$ cat config.mk
export PLATFORM = sky130hd
export DESIGN_NAME = regfile_wr_arbiter
export DESIGN_NICKNAME = d
export VERILOG_FILES = /design/src/rtl/regfile_pkg.sv /design/src/rtl/rr_arb2.sv /design/src/rtl/regfile_wr_arbiter.sv
export SDC_FILE = /design/constraint.sdc
export NUM_CORES = 1
export LEC_CHECK = 0
export CAP_MARGIN = 25
export CORE_ASPECT_RATIO = 0.9
export CORE_UTILIZATION = 38
export CTS_CLUSTER_SIZE = 28
export DETAILED_ROUTE_END_ITERATION = 12
export PLACE_DENSITY = 0.84
export REMOVE_ABC_BUFFERS = 1
export SYNTH_ARGS = -nofsm -noshare
export SYNTH_HDL_FRONTEND = slang
export SYNTH_SLANG_ARGS = --single-unit
$ cat constraint.sdc
create_clock -name clk_i -period 1.3 [get_ports clk_i]
set_input_delay 0.26 -clock clk_i [delete_from_list [all_inputs] [get_ports clk_i]]
set_output_delay 0.26 -clock clk_i [all_outputs]
set_load 0.05 [all_outputs]
$ cat src/rtl/regfile_pkg.sv
// Shared constants and types for the register-file write-port controller.
package regfile_pkg;

  localparam int NUM_REGS = 32;
  localparam int ADDR_W   = 5;
  localparam int DATA_W   = 32;

  // CLEAR walks registers 1..NUM_REGS-1 writing zero; RUN arbitrates writebacks.
  typedef enum logic {
    CLEAR = 1'b0,
    RUN   = 1'b1
  } state_e;

endpackage

$ cat src/rtl/rr_arb2.sv
// Two-way round-robin arbiter. A one-bit priority register picks the winner
// when both requests are present. After any grant (contested or not),
// priority passes to the requester that lost or was idle.
module rr_arb2 (
  input  logic       clk_i,
  input  logic       rst_i,
  input  logic [1:0] req_i,
  input  logic       advance_i,
  output logic [1:0] gnt_o
);

  // 0: requester 0 wins a tie, 1: requester 1 wins a tie
  logic prio_q, prio_d;

  // Grant decode from requests and current priority
  always_comb begin
    gnt_o[0] = req_i[0] & (~req_i[1] | ~prio_q);
    gnt_o[1] = req_i[1] & (~req_i[0] |  prio_q);
  end

  // Priority passes to the other requester after a grant is taken
  always_comb begin
    prio_d = prio_q;
    if (advance_i && gnt_o[0]) begin
      prio_d = 1'b1;
    end else if (advance_i && gnt_o[1]) begin
      prio_d = 1'b0;
    end
  end

  // Priority register, requester 0 favoured out of reset
  always_ff @(posedge clk_i) begin
    if (rst_i) begin
      prio_q <= 1'b0;
    end else begin
      prio_q <= prio_d;
    end
  end

endmodule

$ cat src/rtl/regfile_wr_arbiter.sv
// Write-port controller for the integer register file. Shares the single
// write port between the ALU (A) and load-unit (B) writebacks using
// round-robin arbitration, and zero-fills registers 1..NUM_REGS-1 after
// reset or on request, since the register file itself has no reset.
//
// Handshake: a requester holds valid/addr/data stable; a write transfers
// on a rising edge where valid and ready are both high. Ready is
// combinational and is never asserted while clearing or when a clear is
// requested in the same cycle.
module regfile_wr_arbiter #(
  parameter int NUM_REGS = regfile_pkg::NUM_REGS,
  parameter int ADDR_W   = regfile_pkg::ADDR_W,
  parameter int DATA_W   = regfile_pkg::DATA_W
) (
  input  logic              clk_i,
  input  logic              rst_i,
  input  logic              clr_req_i,
  input  logic              a_valid_i,
  input  logic [ADDR_W-1:0] a_addr_i,
  input  logic [DATA_W-1:0] a_data_i,
  output logic              a_ready_o,
  input  logic              b_valid_i,
  input  logic [ADDR_W-1:0] b_addr_i,
  input  logic [DATA_W-1:0] b_data_i,
  output logic              b_ready_o,
  output logic              rd_wren_o,
  output logic [ADDR_W-1:0] rd_addr_o,
  output logic [DATA_W-1:0] rd_data_o,
  output logic              busy_o
);

  import regfile_pkg::*;

  localparam logic [ADDR_W-1:0] LAST_ADDR  = ADDR_W'(NUM_REGS - 1);
  localparam logic [ADDR_W-1:0] FIRST_ADDR = ADDR_W'(1);

  state_e            state_q, state_d;
  logic [ADDR_W-1:0] cnt_q, cnt_d;
  logic              rd_wren_q, rd_wren_d;
  logic [ADDR_W-1:0] rd_addr_q, rd_addr_d;
  logic [DATA_W-1:0] rd_data_q, rd_data_d;

  logic              grant_en;
  logic [1:0]        gnt;

  rr_arb2 u_arb (
    .clk_i     (clk_i),
    .rst_i     (rst_i),
    .req_i     ({b_valid_i & grant_en, a_valid_i & grant_en}),
    .advance_i (grant_en),
    .gnt_o     (gnt)
  );

  // State register
  always_ff @(posedge clk_i) begin
    if (rst_i) begin
      state_q <= CLEAR;
    end else begin
      state_q <= state_d;
    end
  end

  // Next state: leave CLEAR after issuing the last address; a clear request
  // in RUN restarts the walk
  always_comb begin
    state_d = state_q;
    case (state_q)
      CLEAR:   if (cnt_q == LAST_ADDR) state_d = RUN;
      RUN:     if (clr_req_i)          state_d = CLEAR;
      default: state_d = CLEAR;
    endcase
  end

  // FSM outputs: busy flag, grant enable and requester readies
  always_comb begin
    busy_o    = (state_q == CLEAR);
    grant_en  = (state_q == RUN) && !clr_req_i;
    a_ready_o = gnt[0];
    b_ready_o = gnt[1];
  end

  // Datapath next values: clear walk, clear restart, or granted write.
  // A write to register 0 completes the handshake but never enables the port.
  always_comb begin
    cnt_d     = cnt_q;
    rd_wren_d = 1'b0;
    rd_addr_d = rd_addr_q;
    rd_data_d = rd_data_q;
    if (state_q == CLEAR) begin
      rd_wren_d = 1'b1;
      rd_addr_d = cnt_q;
      rd_data_d = '0;
      cnt_d     = cnt_q + FIRST_ADDR;
    end else if (clr_req_i) begin
      cnt_d = FIRST_ADDR;
    end else if (gnt[0]) begin
      rd_wren_d = (a_addr_i != '0);
      rd_addr_d = a_addr_i;
      rd_data_d = a_data_i;
    end else if (gnt[1]) begin
      rd_wren_d = (b_addr_i != '0);
      rd_addr_d = b_addr_i;
      rd_data_d = b_data_i;
    end
  end

  // Clear counter and registered write-port outputs
  always_ff @(posedge clk_i) begin
    if (rst_i) begin
      cnt_q     <= FIRST_ADDR;
      rd_wren_q <= 1'b0;
      rd_addr_q <= '0;
      rd_data_q <= '0;
    end else begin
      cnt_q     <= cnt_d;
      rd_wren_q <= rd_wren_d;
      rd_addr_q <= rd_addr_d;
      rd_data_q <= rd_data_d;
    end
  end

  assign rd_wren_o = rd_wren_q;
  assign rd_addr_o = rd_addr_q;
  assign rd_data_o = rd_data_q;

endmodule
==> impl_metrics.json <==
{
  "outcome": "complete, but fails checks",
  "violations": "negative setup slack",
  "path_common_cell": "buf_6",
  "routed_wl_um": 11000,
  "area_growth_pct": 94.0,
  "num_rows": 28,
  "nNetsFinal": 546,
  "post-route-drc-count": 0,
  "cpPeakStageDelay_ps": 350,
  "clkTransAtPathRegs_ps": 80,
  "routed_via_density": 6.12,
  "reg2reg_setup_slack_ps": -180,
  "finalCritPeriodShare_pct": 114,
  "avgSynthCellArea_um2": 8.26,
  "worstSetupEndpointType": "flop",
  "holdWs_ps": 428,
  "cp_top_family": "buffers and inverters",
  "dp.cells": 528,
  "hold_class": "input pin to flop",
  "ir_drop_mv": 0.421,
  "die_x_um": 89.5,
  "fmax_mhz": 677,
  "syn_area_um2": 2620,
  "gr-total-overflow": 0,
  "clockBufferDepth": 2,
  "r2r_end": "rd_data_o[16]",
  "antenna_left": 0,
  "netlist.area_leader.share_pct": 34.4,
  "arrival_ps": 1690,
  "drive_gt1_share_pct": 29.7,
  "layout_setup_ws_ps": -176,
  "finalHoldViolCount": 0,
  "yosysSeqAreaShare_pct": 34.4,
  "core_area_um2": 6620,
  "gp_congestion": 0.862,
  "grt_usage_pct": 26.9,
  "wl_per_cell_um": 19.8,
  "r2r.worst_path.cells": 8,
  "fin_cells": 555,
  "layout_commonest_cell": "clkdlybuf4s50_1",
  "p_per_area_nw_per_um2": 582,
  "antenna_found_initial": 0,
  "grt_pass1_wl_um": 15100,
  "crit_fanout": 7,
  "critPathKind": "flop to flop",
  "cts_root_buf": "clkbuf_8",
  "rr_startpoint": "state_q",
  "setup_viol": 38,
  "fin_crit_ps": 1480,
  "clock-sinks": 45,
  "mostFrequentLayoutCells": "clkdlybuf4s50_1, buf_12, dfxtp_1",
  "drv_slew": 0,
  "vias": 3395,
  "diodes": 0,
  "maxCapViolCount": 0,
  "worst_setup_path_start_kind": "flop",
  "yosys.area.top_type": "dfxtp_1",
  "p_leak_nw": 1.77,
  "initial_core_util_pct": 39.6,
  "path_buf_inv": 5,
  "cp_data_required_time_ps": 1510,
  "synth_cell_types": 36,
  "fillerInstances": 399,
  "hp-start": "a_addr_i[1]",
  "die_y_um": 80.8,
  "portBuffers": 119,
  "final_cell_area_um2": 5080,
  "synth-seq-cells": 45,
  "cp_cell_sequence": "nor2b_4, buf_4, buf_6, buf_8, buf_6, buf_16, nand4_1, o211ai_1",
  "synth_area_leaders": "dfxtp_1, nand4b_1, nor2b_1, o211ai_1, nand4_1",
  "clk_latency_ps": 290,
  "yosysWarnings": 0,
  "cts_tree": "done",
  "grt_max_degree": 33,
  "synth_cells": 317,
  "slew_headroom_pct": 73.6,
  "htree_num_levels": 2,
  "tightestPinTransition_ps": 397,
  "fp.dieArea_um2": 7230,
  "finClkSkew_ps": 4.74,
  "hold_depth": 4,
  "cts_hold_buf": 0,
  "grt_pass1_vias": 3101,
  "drtPass1Iterations": 5,
  "placed_cell_area_um2": 4510,
  "post-dp-hpwl_um": 6510,
  "hold-path-endpoint": "rd_wren_o",
  "drt_iter0_markers": 279,
  "crit_path_top_delay_cell": "dfxtp_2",
  "rsz0062_at_grt": "true",
  "boundaryPins": 120,
  "cts_buffers": 5
}
[sequential cells by signal, indices dropped and copies added (netlist names)]
name / cells
rd_addr_o: 5
rd_data_o: 32
u_arb.prio_q: 1
state_q: 1
cnt_q: 5
rd_wren_o: 1
[per-stage QoR]
stage	setup slack, ps	total power, W	util [%]	setup TNS (ps)
floorplan	-3020	0.00160	-	-125630
global placement	-555	0.00203	68.2	-15880
detailed placement	-557	0.00204	68.2	-17310
CTS	-191	0.00292	72.8	-2690
global route	-233	0.00304	76.7	-5410
finish	-176	0.00296	76.7	-3800
[area by class of cell]
type                       instances  area [um^2]  area share, %
timing repair buffer             180         2280           44.8
inverter                           3         13.8          0.271
clock buffer                       7         86.3           1.70
tap                               90          113           2.22
multi-input combinational        230         1690           33.2
sequential                        45          903           17.8
[logic make-up after synthesis]
family | Yosys count | share of synthesized area (%)
and+or+nand+nor | 170 | 41.2
AOI/OAI and AO/OA | 58 | 16.4
adders and majority gates | 2 | 0.955
DFF | 45 | 34.4
buffers and inverters | 42 | 7.02
[synth_stat cells (all sizes together)]
cell type	count
dfxtp	45
nor2b	41
nand4	34
nand4b	34
nand3	33
o211ai	32
clkbuf	20
buf	19
nor2	8
a21oi	6
nand2	6
nor3	5
a2111oi	3
a31oi	3
inv	3
o221ai	3
a221oi	2
a2bb2oi	2
ha	2
nor4b	2
o21ai	2
o21bai	2
a311oi	1
a41oi	1
and2	1
and3	1
nand2b	1
nand3b	1
o211a	1
or2	1
or3	1
or4	1
[per-layer routing]
metal	wire, um	track usage, %
met5	0	0
met2	5460	46.0
met3	781	4.17
met4	257	8.89
met1	4490	34.6
[worst min-delay path, delay by kind of cell]
kind | cells | cell delay [ps]
simple gates | 2 | 200
compound gates | 1 | 140
buf+inv | 1 | 90
[report_power, final]
group          total [W]  switching [W]  internal [W]
logic           0.000632       0.000264      0.000369
clock network   0.000901       0.000478      0.000423
registers        0.00142      0.0000256       0.00140
total            0.00296       0.000767       0.00219
[how the worst max path moves through the flow]
stage	from	endpoint	slack [ps]	cells after the start
global route	state_q	rd_data_o[16]	-230	8
floorplan	state_q	rd_addr_o[2]	-3020	4
finish	state_q	rd_data_o[16]	-180	8
global placement	a_addr_i[3]	rd_wren_o	-550	4
CTS	state_q	b_ready_o	-190	4
detailed placement	a_addr_i[3]	rd_wren_o	-560	4
[what timing repair did]
action                                 in CTS  in global routing
setup endpoints to repair                  43                 43
gates cloned                                3                  5
gates resized for setup                    37                 34
endpoints found under the hold margin       0                  0
buffers inserted                           11                  7
pin swaps                                  20                 13
(Power assumes the default switching activity.)
==> edit (same settings) <==
Change the package constant `ADDR_W` from 5 to 4.
--- a/src/rtl/regfile_pkg.sv
+++ b/src/rtl/regfile_pkg.sv
@@ -2,7 +2,7 @@
 package regfile_pkg;
 
   localparam int NUM_REGS = 32;
-  localparam int ADDR_W   = 5;
+  localparam int ADDR_W   = 4;
   localparam int DATA_W   = 32;
 
   // CLEAR walks registers 1..NUM_REGS-1 writing zero; RUN arbitrates writebacks.
Interface: changed (resized a_addr_i, b_addr_i and rd_addr_o); port bits go from 120 to 117. No check against the original RTL was run, so the function may have changed too.
==> edit against the original RTL <==
- non-clock buffer count fell by 26
- via count fell by 10%
- design area fell by 16%
- critical path depth fell by 3
- sequential cell count fell by 2
- cell count fell by 17%
- routed wire length fell by 12%
- power fell by 8.1%
- utilization rose by 2.9 points
- synthesized cell count fell by 16%
- critical path type unchanged
- count of clock-buffer cells in the layout did not move
- setup slack got worse by 0.026 ns
- synthesized area fell by 17%
- combinational power fell by 21%
- the flow still finishes with violations (negative setup slack)
==> edit: results (changes against the original RTL) <==
| Metric | Value |
|---|---|
| Worst setup timing slack at the placement stage | `-0.519 ns (+0.0373 ns)` |
| Combinational cell fraction of total power | `18.3% (-3.1 points)` |
| Layout inverter count without the clock tree | `2 (-1)` |
| Global-route wire length before repair | `13400 um (-11%)` |
| Share of total power in sequential cells | `50.3% (+2.2 points)` |
| Violated checks | `negative setup slack` |
| Register area share after synthesis | `39.6% (+5.2 points)` |
| PortBufs | `116 (-2.5%)` |
| Wire length on met2 | `4780 um (-12%)` |
| Filler cells | `329 (-18%)` |
| End of the critical path | `rd_data_o[23]$_SDFFE_PP0P_` |
| Setup slack of the critical path after layout | `-0.202 ns (-0.0258 ns)` |
| Setup-violating endpoint count in the final report | `41 (+7.9%)` |
| Final net count | `470 (-14%)` |
| Worst Hold Depth | `3 (-1)` |
| Footprint of the multi-input gates | `1270 um2 (-25%)` |
| Routed length on met1 | `3560 um (-21%)` |
| Result of the run | `finished, violations left` |
| Number of placed instances, taps included | `442 (-16%)` |
| Met2 global-route usage | `47.9% (+1.9 points)` |
| Crit path max fanout | `13 (+6)` |
| PostCTS Resize Cnt | `18 (-51%)` |
| Top cells by area, synth | `sky130_fd_sc_hd__dfxtp_1 40%, sky130_fd_sc_hd__a311oi_1 15%, sky130_fd_sc_hd__nand4_1 11%` |
| Share of the final layout cell area in sequential cells | `20.1% (+2.3 points)` |
| Most frequent cells after synthesis | `43 x sky130_fd_sc_hd__dfxtp_1, 38 x sky130_fd_sc_hd__o21ai_0, 37 x sky130_fd_sc_hd__a311oi_1, 37 x sky130_fd_sc_hd__nand4_1, 34 x sky130_fd_sc_hd__a21oi_1` |
| Count of multi-input gates | `186 (-19%)` |
| Net switching share of the total power | `25.6% (-0.34 points)` |
| Mapped Avg Cell Area | `8.21 um2 (-0.61%)` |
| Register bit count reported by yosys | `43 (-4.4%)` |
| Proportion of layout cells with a drive suffix above 1 | `27.5% (-2.2 points)` |
| Placement-stage cell area | `3940 um2 (-13%)` |
| Signal buf overhead | `46.0% (+1.2 points)` |
| Slew of the pin with the lowest slew margin | `0.325 ns (-0.0719 ns)` |
| Via count of the routed design | `3039 (-10%)` |
| Number of different library cells in the post-synthesis netlist | `26 (-28%)` |
| Final weighted congestion in routability-driven placement | `0.848 (-1.6%)` |
| IR drop worst, VDD | `0.435 mV (+3.2%)` |
| Relative area of clock buffers and inverters in the final design | `1.90% (+0.20 points)` |
| Wirelength, routed | `9690 um (-12%)` |
| Standby leakage power | `0.00146 uW (-17%)` |
| Routed via count divided by cell count | `6.61 (+8.0%)` |
| Number of design-rule violations left by the first detailed-router iteration | `332 (+19%)` |
edit: cell types whose count changed after synthesis, moves of 4 or more:
cell,delta
sky130_fd_sc_hd__nor2b_1,-38
sky130_fd_sc_hd__nand2_1,-4
sky130_fd_sc_hd__buf_2,-7
sky130_fd_sc_hd__o21ai_0,+36
sky130_fd_sc_hd__nand4b_1,-34
sky130_fd_sc_hd__nand3_1,-31
sky130_fd_sc_hd__a21oi_1,+28
sky130_fd_sc_hd__a311oi_1,+36
sky130_fd_sc_hd__o211ai_1,-32
sky130_fd_sc_hd__nor3_1,-5
edit: logic make-up after synthesis:
family | count (synthesis) | synth area share (%)
and+or+nand+nor | 67 | 18.1
buffers and inverters | 36 | 7.02
DFF | 43 | 39.6
adders and majority gates | 1 | 0.575
AOI/OAI and AO/OA | 118 | 34.8
edit: worst max-delay path, delay by kind of cell (launching register included):
kind                   cells  cell delay, ns
buffers and inverters      2            0.46
AO/OA/AOI/OAI              2            0.38
flip-flops                 1            0.35
AND/OR/NAND/NOR            1            0.20
